File: src/rtl/multicycle_core_ctrl.sv
`default_nettype none
// ============================================================================
// Module   : multicycle_core_ctrl
// Purpose  : Multi-cycle FETCH/DECODE/EXECUTE/MEM/WB sequencer for the RV32
//            NPC core. Owns the PC and instruction register and talks to
//            instruction/data memory over valid/ready handshakes with a
//            wait-state timeout.
// Options  : MC_CTRL_PERF_EN adds perf_cycles / perf_instret counters.
// Revision : 1.0 - initial release
// ============================================================================
module multicycle_core_ctrl #(
  parameter int                ADDR_W   = 32,
  parameter logic [ADDR_W-1:0] RESET_PC = 32'h8000_0000,
  parameter int                MAX_WAIT = 255
) (
  input  logic              clk,
  input  logic              rst,
  output logic              imem_req,
  output logic [ADDR_W-1:0] imem_addr,
  input  logic              imem_ready,
  input  logic [31:0]       imem_rdata,
  output logic [31:0]       inst,
  output logic [ADDR_W-1:0] pc,
  input  logic              dec_is_load,
  input  logic              dec_is_store,
  input  logic              dec_reg_write,
  input  logic              dec_ebreak,
  input  logic [ADDR_W-1:0] ex_next_pc,
  input  logic [ADDR_W-1:0] ex_mem_addr,
  output logic              dmem_req,
  output logic              dmem_we,
  output logic [ADDR_W-1:0] dmem_addr,
  input  logic              dmem_ready,
  input  logic [31:0]       dmem_rdata,
  output logic [31:0]       load_data,
  output logic              rf_wen,
  output logic [2:0]        state,
  output logic              halted,
  output logic [1:0]        err_code
`ifdef MC_CTRL_PERF_EN
  ,
  output logic [63:0]       perf_cycles,
  output logic [63:0]       perf_instret
`endif
);

  localparam int                WAIT_W     = $clog2(MAX_WAIT + 1);
  localparam logic [WAIT_W-1:0] C_MAX_WAIT = WAIT_W'(MAX_WAIT);

  localparam logic [1:0] C_ERR_NONE    = 2'd0;
  localparam logic [1:0] C_ERR_TIMEOUT = 2'd1;
  localparam logic [1:0] C_ERR_MISALGN = 2'd2;

  typedef enum logic [2:0] {
    S_FETCH   = 3'd0,
    S_DECODE  = 3'd1,
    S_EXECUTE = 3'd2,
    S_MEM     = 3'd3,
    S_WB      = 3'd4,
    S_HALT    = 3'd5
  } state_t;

  state_t              r_state;
  logic [ADDR_W-1:0]   r_pc;
  logic [31:0]         r_inst;
  logic [ADDR_W-1:0]   r_dmem_addr;
  logic [31:0]         r_load_data;
  logic                r_halted;
  logic [1:0]          r_err_code;
  logic [WAIT_W-1:0]   r_wait_cnt;

  logic w_mem_wait;
  logic w_timeout;
  logic w_misaligned;

  // Requests are decoded straight from the state so they drop the same cycle
  // reset is raised and stay stable while a transfer is pending.
  assign imem_req  = (r_state == S_FETCH) & ~rst;
  assign imem_addr = r_pc;
  assign dmem_req  = (r_state == S_MEM) & ~rst;
  assign dmem_we   = dmem_req & dec_is_store;
  assign dmem_addr = r_dmem_addr;
  assign rf_wen    = (r_state == S_WB) & ~rst & dec_reg_write & ~dec_is_store;

  assign inst      = r_inst;
  assign pc        = r_pc;
  assign load_data = r_load_data;
  assign state     = r_state;
  assign halted    = r_halted;
  assign err_code  = r_err_code;

  // A wait cycle is a memory state with the request up and no ready.
  assign w_mem_wait   = ((r_state == S_FETCH) & ~imem_ready) |
                        ((r_state == S_MEM)   & ~dmem_ready);
  assign w_timeout    = w_mem_wait & (r_wait_cnt == C_MAX_WAIT);
  assign w_misaligned = (ex_next_pc[1:0] != 2'b00);

  // Main sequencer: state, PC, instruction register, load data and errors.
  always_ff @(posedge clk) begin
    if (rst) begin
      r_state     <= S_FETCH;
      r_pc        <= RESET_PC;
      r_inst      <= 32'd0;
      r_dmem_addr <= '0;
      r_load_data <= 32'd0;
      r_halted    <= 1'b0;
      r_err_code  <= C_ERR_NONE;
      r_wait_cnt  <= '0;
    end else begin
      case (r_state)
        S_FETCH: begin
          if (imem_ready) begin
            r_inst     <= imem_rdata;
            r_state    <= S_DECODE;
            r_wait_cnt <= '0;
          end else if (w_timeout) begin
            r_state    <= S_HALT;
            r_halted   <= 1'b1;
            r_err_code <= C_ERR_TIMEOUT;
            r_wait_cnt <= '0;
          end else begin
            r_wait_cnt <= r_wait_cnt + WAIT_W'(1);
          end
        end
        S_DECODE: begin
          if (dec_ebreak) begin
            r_state    <= S_HALT;
            r_halted   <= 1'b1;
            r_err_code <= C_ERR_NONE;
          end else begin
            r_state <= S_EXECUTE;
          end
        end
        S_EXECUTE: begin
          r_dmem_addr <= ex_mem_addr;
          r_state     <= (dec_is_load | dec_is_store) ? S_MEM : S_WB;
        end
        S_MEM: begin
          if (dmem_ready) begin
            if (dec_is_load) begin
              r_load_data <= dmem_rdata;
            end
            r_state    <= S_WB;
            r_wait_cnt <= '0;
          end else if (w_timeout) begin
            r_state    <= S_HALT;
            r_halted   <= 1'b1;
            r_err_code <= C_ERR_TIMEOUT;
            r_wait_cnt <= '0;
          end else begin
            r_wait_cnt <= r_wait_cnt + WAIT_W'(1);
          end
        end
        S_WB: begin
          // A misaligned target halts without committing it to the PC.
          if (w_misaligned) begin
            r_state    <= S_HALT;
            r_halted   <= 1'b1;
            r_err_code <= C_ERR_MISALGN;
          end else begin
            r_pc    <= ex_next_pc;
            r_state <= S_FETCH;
          end
        end
        S_HALT: begin
          r_state <= S_HALT;
        end
        default: begin
          r_state  <= S_HALT;
          r_halted <= 1'b1;
        end
      endcase
    end
  end

`ifdef MC_CTRL_PERF_EN
  // Performance counters: active cycles and retired instructions.
  always_ff @(posedge clk) begin
    if (rst) begin
      perf_cycles  <= 64'd0;
      perf_instret <= 64'd0;
    end else begin
      if (r_state != S_HALT) begin
        perf_cycles <= perf_cycles + 64'd1;
      end
      if ((r_state == S_WB) && !w_misaligned) begin
        perf_instret <= perf_instret + 64'd1;
      end
    end
  end
`endif

endmodule
`default_nettype wire

File: config.mk
export PLATFORM = sky130hd
export DESIGN_NAME = multicycle_core_ctrl
export DESIGN_NICKNAME = d
export VERILOG_FILES = /design/src/rtl/multicycle_core_ctrl.sv
export SDC_FILE = /design/constraint.sdc
export NUM_CORES = 1
export LEC_CHECK = 0
export ABC_CLOCK_PERIOD_IN_PS = 5100
export CAP_MARGIN = 40
export CORE_ASPECT_RATIO = 1.4
export CORE_MARGIN = 3
export CORE_UTILIZATION = 42
export DETAILED_ROUTE_END_ITERATION = 7
export PLACE_DENSITY = 0.86
export SYNTH_ARGS = -nofsm -noshare
export SYNTH_HDL_FRONTEND = slang
export SYNTH_SLANG_ARGS = --single-unit
File: constraint.sdc
create_clock -name clk -period 5.1 [get_ports clk]
set_input_delay 0.765 -clock clk [delete_from_list [all_inputs] [get_ports clk]]
set_output_delay 0.765 -clock clk [all_outputs]
set_load 0.02 [all_outputs]
-- Word-level counts from Yosys, hierarchy flattened
Index checks and enable logic that the tools add are counted.
- add/sub/neg operators: 1
- equal/unequal tests: 10
- multiplexer cells: 23
- bitwise logic cells: 17
- reduce and logical (&&, ||, !) cells: 10
- operators with widths (cell ; number):
    8-bit 2-to-1 mux ; 3
    3-bit 2-to-1 mux ; 6
    8-bit one-hot mux with 2 select lines ; 1
    3-bit one-hot mux with 5 select lines ; 1
    2-bit 2-to-1 mux ; 5
    5-bit AND reduction ; 2
    1-bit bitwise AND ; 9
    8-bit by 1-bit adder with 8-bit output (second input constant) ; 1
    8-bit equality test (second input constant) ; 1
    2-bit != test (second input constant) ; 4
    2-bit one-hot mux with 4 select lines ; 1
    3-bit by 2-bit equality test with 1-bit output (second input constant) ; 2
    3-bit equality test (second input constant) ; 2
    1-bit NOT ; 6
    1-bit 2-to-1 mux ; 5
    1-bit one-hot mux with 5 select lines ; 1
    2-bit AND reduction ; 2
    2-bit nonzero test ; 2
    4-bit nonzero test ; 1
    3-bit by 1-bit equality test with 1-bit output (second input constant) ; 1
    3-bit logical NOT ; 1
    3-bit AND reduction ; 1
    1-bit OR ; 2
    2-bit OR reduction ; 1
- register bits after elaboration: 142
- input port bits: 136
- output and inout bits: 170
- logic and storage cells: 69

-- Logic depth before layout (Yosys ltp)
- depth after elaboration: 7
- gate-level depth with buffers: 7

-- Worst setup path after synthesis
OpenSTA, ideal clock, no wires.
- path kind: reg2out
- from: register r_state[2] (netlist: state[2])
- to: output rf_wen
- arrival time: 1.865 ns
- required time: 4.335 ns
- slack: 2.470 ns
- stages on the path, launching flop included: 5
- path buffers: 2
- path through: dfxtp_1 -> clkbuf_1 -> buf_2 -> nand2_1 -> nor4b_1
- word-level cells in the longest chain between the ends: 4
- RTL lines (element ; RTL line ; source):
    start, declared ; 63 ; state_t r_state;
    start signal, assigned ; 136 ; r_state <= (dec_is_load | dec_is_store) ? S_MEM : S_WB;
    3-bit equality test ; 83 ; assign rf_wen = (r_state == S_WB) & ~rst & dec_reg_write & ~dec_is_store;
    1-bit bitwise AND (3 in series) ; 83 ;
    end, declared ; 36 ; output logic rf_wen,
Every way passes these cells.

-- Final worst setup path
- from: register r_state[2] (netlist: state[2])
- to: output dmem_we
- word-level cells in the longest chain between the ends: 3
- RTL lines (element ; RTL line ; source):
    3-bit by 2-bit equality test with 1-bit output ; 80 ; assign dmem_req = (r_state == S_MEM) & ~rst;
    1-bit bitwise AND ; 80 ;
    1-bit bitwise AND ; 81 ; assign dmem_we = dmem_req & dec_is_store;
    end, declared ; 31 ; output logic dmem_we,
Every way passes these cells.

==> impl_metrics.toml <==
[critical_path]
critical_path_class = "reg2out"
crit_fanout = 25
critPathCaptureType = "primary output"
cp-start-kind = "flop"
worstPathArrival_ns = 2.53
cp_data_required_time_ns = 4.34

[logic_synthesis]
synth-compound-area-share_pct = 14.98
synthMuxAreaShare_pct = 0
synth_top_area_share_pct = 51.66
yosysWarnings = 0
synth_seq_cells = 142
synthAdderAreaFrac_pct = 0.2274
yosys.area_share.xor_xnor_pct = 1.273
postSynthNetCount = 842
synth_cells = 705
synth.cell_area_sq_um = 5503
synthArstFlopShare_pct = 0
yosysSeqAreaShare_pct = 51.66
syn_avg_cell_area_sq_um = 7.805
synth_top_family_by_area = "simple AND/OR/NAND/NOR gates"
netlist-cell-type-count = 48
synth_edf_count = 0
synth-simple-area-share_pct = 23.97
synth-main-ff-cell = "dfxtp_1"
yosysTopAreaCell = "dfxtp_1"
synthTopCellsByArea = "dfxtp_1, nand2_1, a21oi_1"

[global_routing]
grt_antenna_before_repair = 0
grt_pass1_wl_um = 28030
grt_remaining_overflow = 0
grt_pass1_vias = 5506
grt_util_all_layers_pct = 24.54
grt_max_degree = 76

[final_layout]
nets = 1097
drive_gt1_share_pct = 4.830
fillers = 947
mostFrequentLayoutCells = "clkdlybuf4s50_1, nand2_1, dfxtp_1"
diodes = 0
final_common_cell = "clkdlybuf4s50_1"
area_delta_synth_final_pct = 65.01

[clocking]
holdBufCountCts = 0
clock_latency_ns = 0.41
cts_tree = "done"
clockRootBuffer = "clkbuf_16"
cts_resized = 0
htree_levels = 4
clk_pin_slew_ns = 0.06
clockBufferDepth = 2
clock-sinks = 142
cts_setup_buffers = 0
cts_buffers = 17

[drt]
vias = 5724
via_per_inst = 5.097
avgRoutedWirePerCell_um = 16.23
drc = 0
wl_um = 18230
drt_iter0_markers = 174
first_pass_iters = 5
final_antenna_net_count = 0

[die]
initial_utilization_pct = 43.84
die_area_sq_um = 14530
core-area_sq_um = 12550
io_pins = 306
fp.dieW_um = 102.7
core.rowCount = 48
die_h_um = 141.4

[place]
io_buffers = 305
place.gp.congestion = 0.8956
dpl.hpwl_um = 13270

[power]
intPower_w = 0.002162
switching_share_pct = 25.53
peakVddDrop_mv = 0.2133
power_frac_clock_pct = 43.1
combPwrFrac_pct = 15.8
powerDensity_nw_per_um2 = 319.7
p_leak_nw = 3.176
p_seq_share_pct = 41.1
p_switching_w = 0.0007411

[timing]
rsz0062_at_grt = "no"
hold_viol_final = 0
fmax_mhz = 303.5
tightest_slew_ns = 0.8187
finalSetupTns_ns = 0
post-route-min-period_ns = 3.295
drv_slew = 0
relSlewSlack_pct = 45.35
finalCritPeriodShare_pct = 64.60
whs_ns = 0.4520
finalSetupViolations = 0
clock_skew_ns = 0.007761

[worst_hold_path]
hold_class = "reg2reg"

[outcome]
run_status = "finished, final reports clean"

[flow_run]
max-cap-violations = 0
cells in the mapped netlist (2+ instances only):
| master | instances |
|---|---|
| inv_1 | 2 |
| nand3_1 | 4 |
| and3_1 | 4 |
| and2_1 | 3 |
| nor4_1 | 3 |
| buf_2 | 2 |
| nor3_1 | 8 |
| nor2_1 | 20 |
| xnor2_1 | 7 |
| a31oi_1 | 2 |
| a2111oi_0 | 2 |
| nor4b_1 | 2 |
| dfxtp_1 | 142 |
| or2_2 | 2 |
| nor2b_1 | 4 |
| nand2b_1 | 3 |
| nand2_1 | 262 |
| o21ai_0 | 3 |
| buf_4 | 32 |
| a21oi_1 | 128 |
| clkbuf_1 | 43 |
stage by stage:
step	cells	cell area (sq um)	power (W)	util, %	setup slack [ns]
3_3_place_gp	1085	8347	0.001658	66.50	1.911
3_5_place_dp	1091	8483	0.001672	67.58	1.891
6_report	1123	9080	0.002903	72.34	1.805
2_1_floorplan	705	5503	0.001424	-	2.470
5_1_grt	1123	9080	0.003015	72.34	1.624
4_1_cts	1123	9080	0.002926	72.34	1.774
per-layer routing:
layer / global-route usage, % / share of wire, % / vias to the layer above / wire length [um]
met3: 8.559 / 8.9 / 34 / 1614
li1: - / - / 2786 / -
met2: 44.66 / 53 / 261 / 9659
met1: 25.28 / 35 / 2643 / 6438
met4: 9.345 / 2.8 / 0 / 517
met5: 0 / 0 / - / 0
logic make-up after synthesis:
kind of cell    count (synthesis)
simple gates                  323
compound gates                150
flops                         142
buf+inv                        81
xor+xnor                        8
fa+ha+maj                       1
registers in the layout (all words and copies together), names as in the netlist:
register / cells
state: 3
imem_addr: 32
halted: 1
r_wait_cnt: 8
inst: 32
dmem_addr: 32
load_data: 32
err_code: 2
worst paths after layout:
path,slack [ns],start,cells after the start,to
min,0.45,inst[26],2,inst[26]
max,1.81,state[2],5,dmem_we
max reg2reg,2.73,state[2],4,imem_addr[10]
min reg2reg,0.45,inst[26],2,inst[26]
power groups by stage:
| stage | Combinational, W | Clock, W | Sequential [W] |
|---|---|---|---|
| floorplan | 0.000167 | 0 | 0.00126 |
| global placement | 0.000443 | 0 | 0.00121 |
| detailed placement | 0.000455 | 0 | 0.00122 |
| CTS | 0.000460 | 0.00127 | 0.00119 |
| global route | 0.000492 | 0.00132 | 0.00120 |
| finish | 0.000457 | 0.00125 | 0.00119 |
layout make-up:
cell class	instances	area, sq um	share of cell area, %
clock inverters	13	163.9	1.805
repair buffers	315	3217	35.43
multi-input cells	482	2228	24.54
flip-flops and latches	142	2843	31.31
inverters	2	7.507	0.08268
well taps	150	187.7	2.067
clock buffers	19	432.9	4.768
worst max-delay path: stages, from the launching register on:
cell and delay [ns]:
dfxtp_1 0.85, inv_1 0.21, nand2_1 0.24, nor2_1 0.11, and2_1 0.18, clkdlybuf4s50_1 0.53
Note: power is estimated with default switching activity, not from simulation.
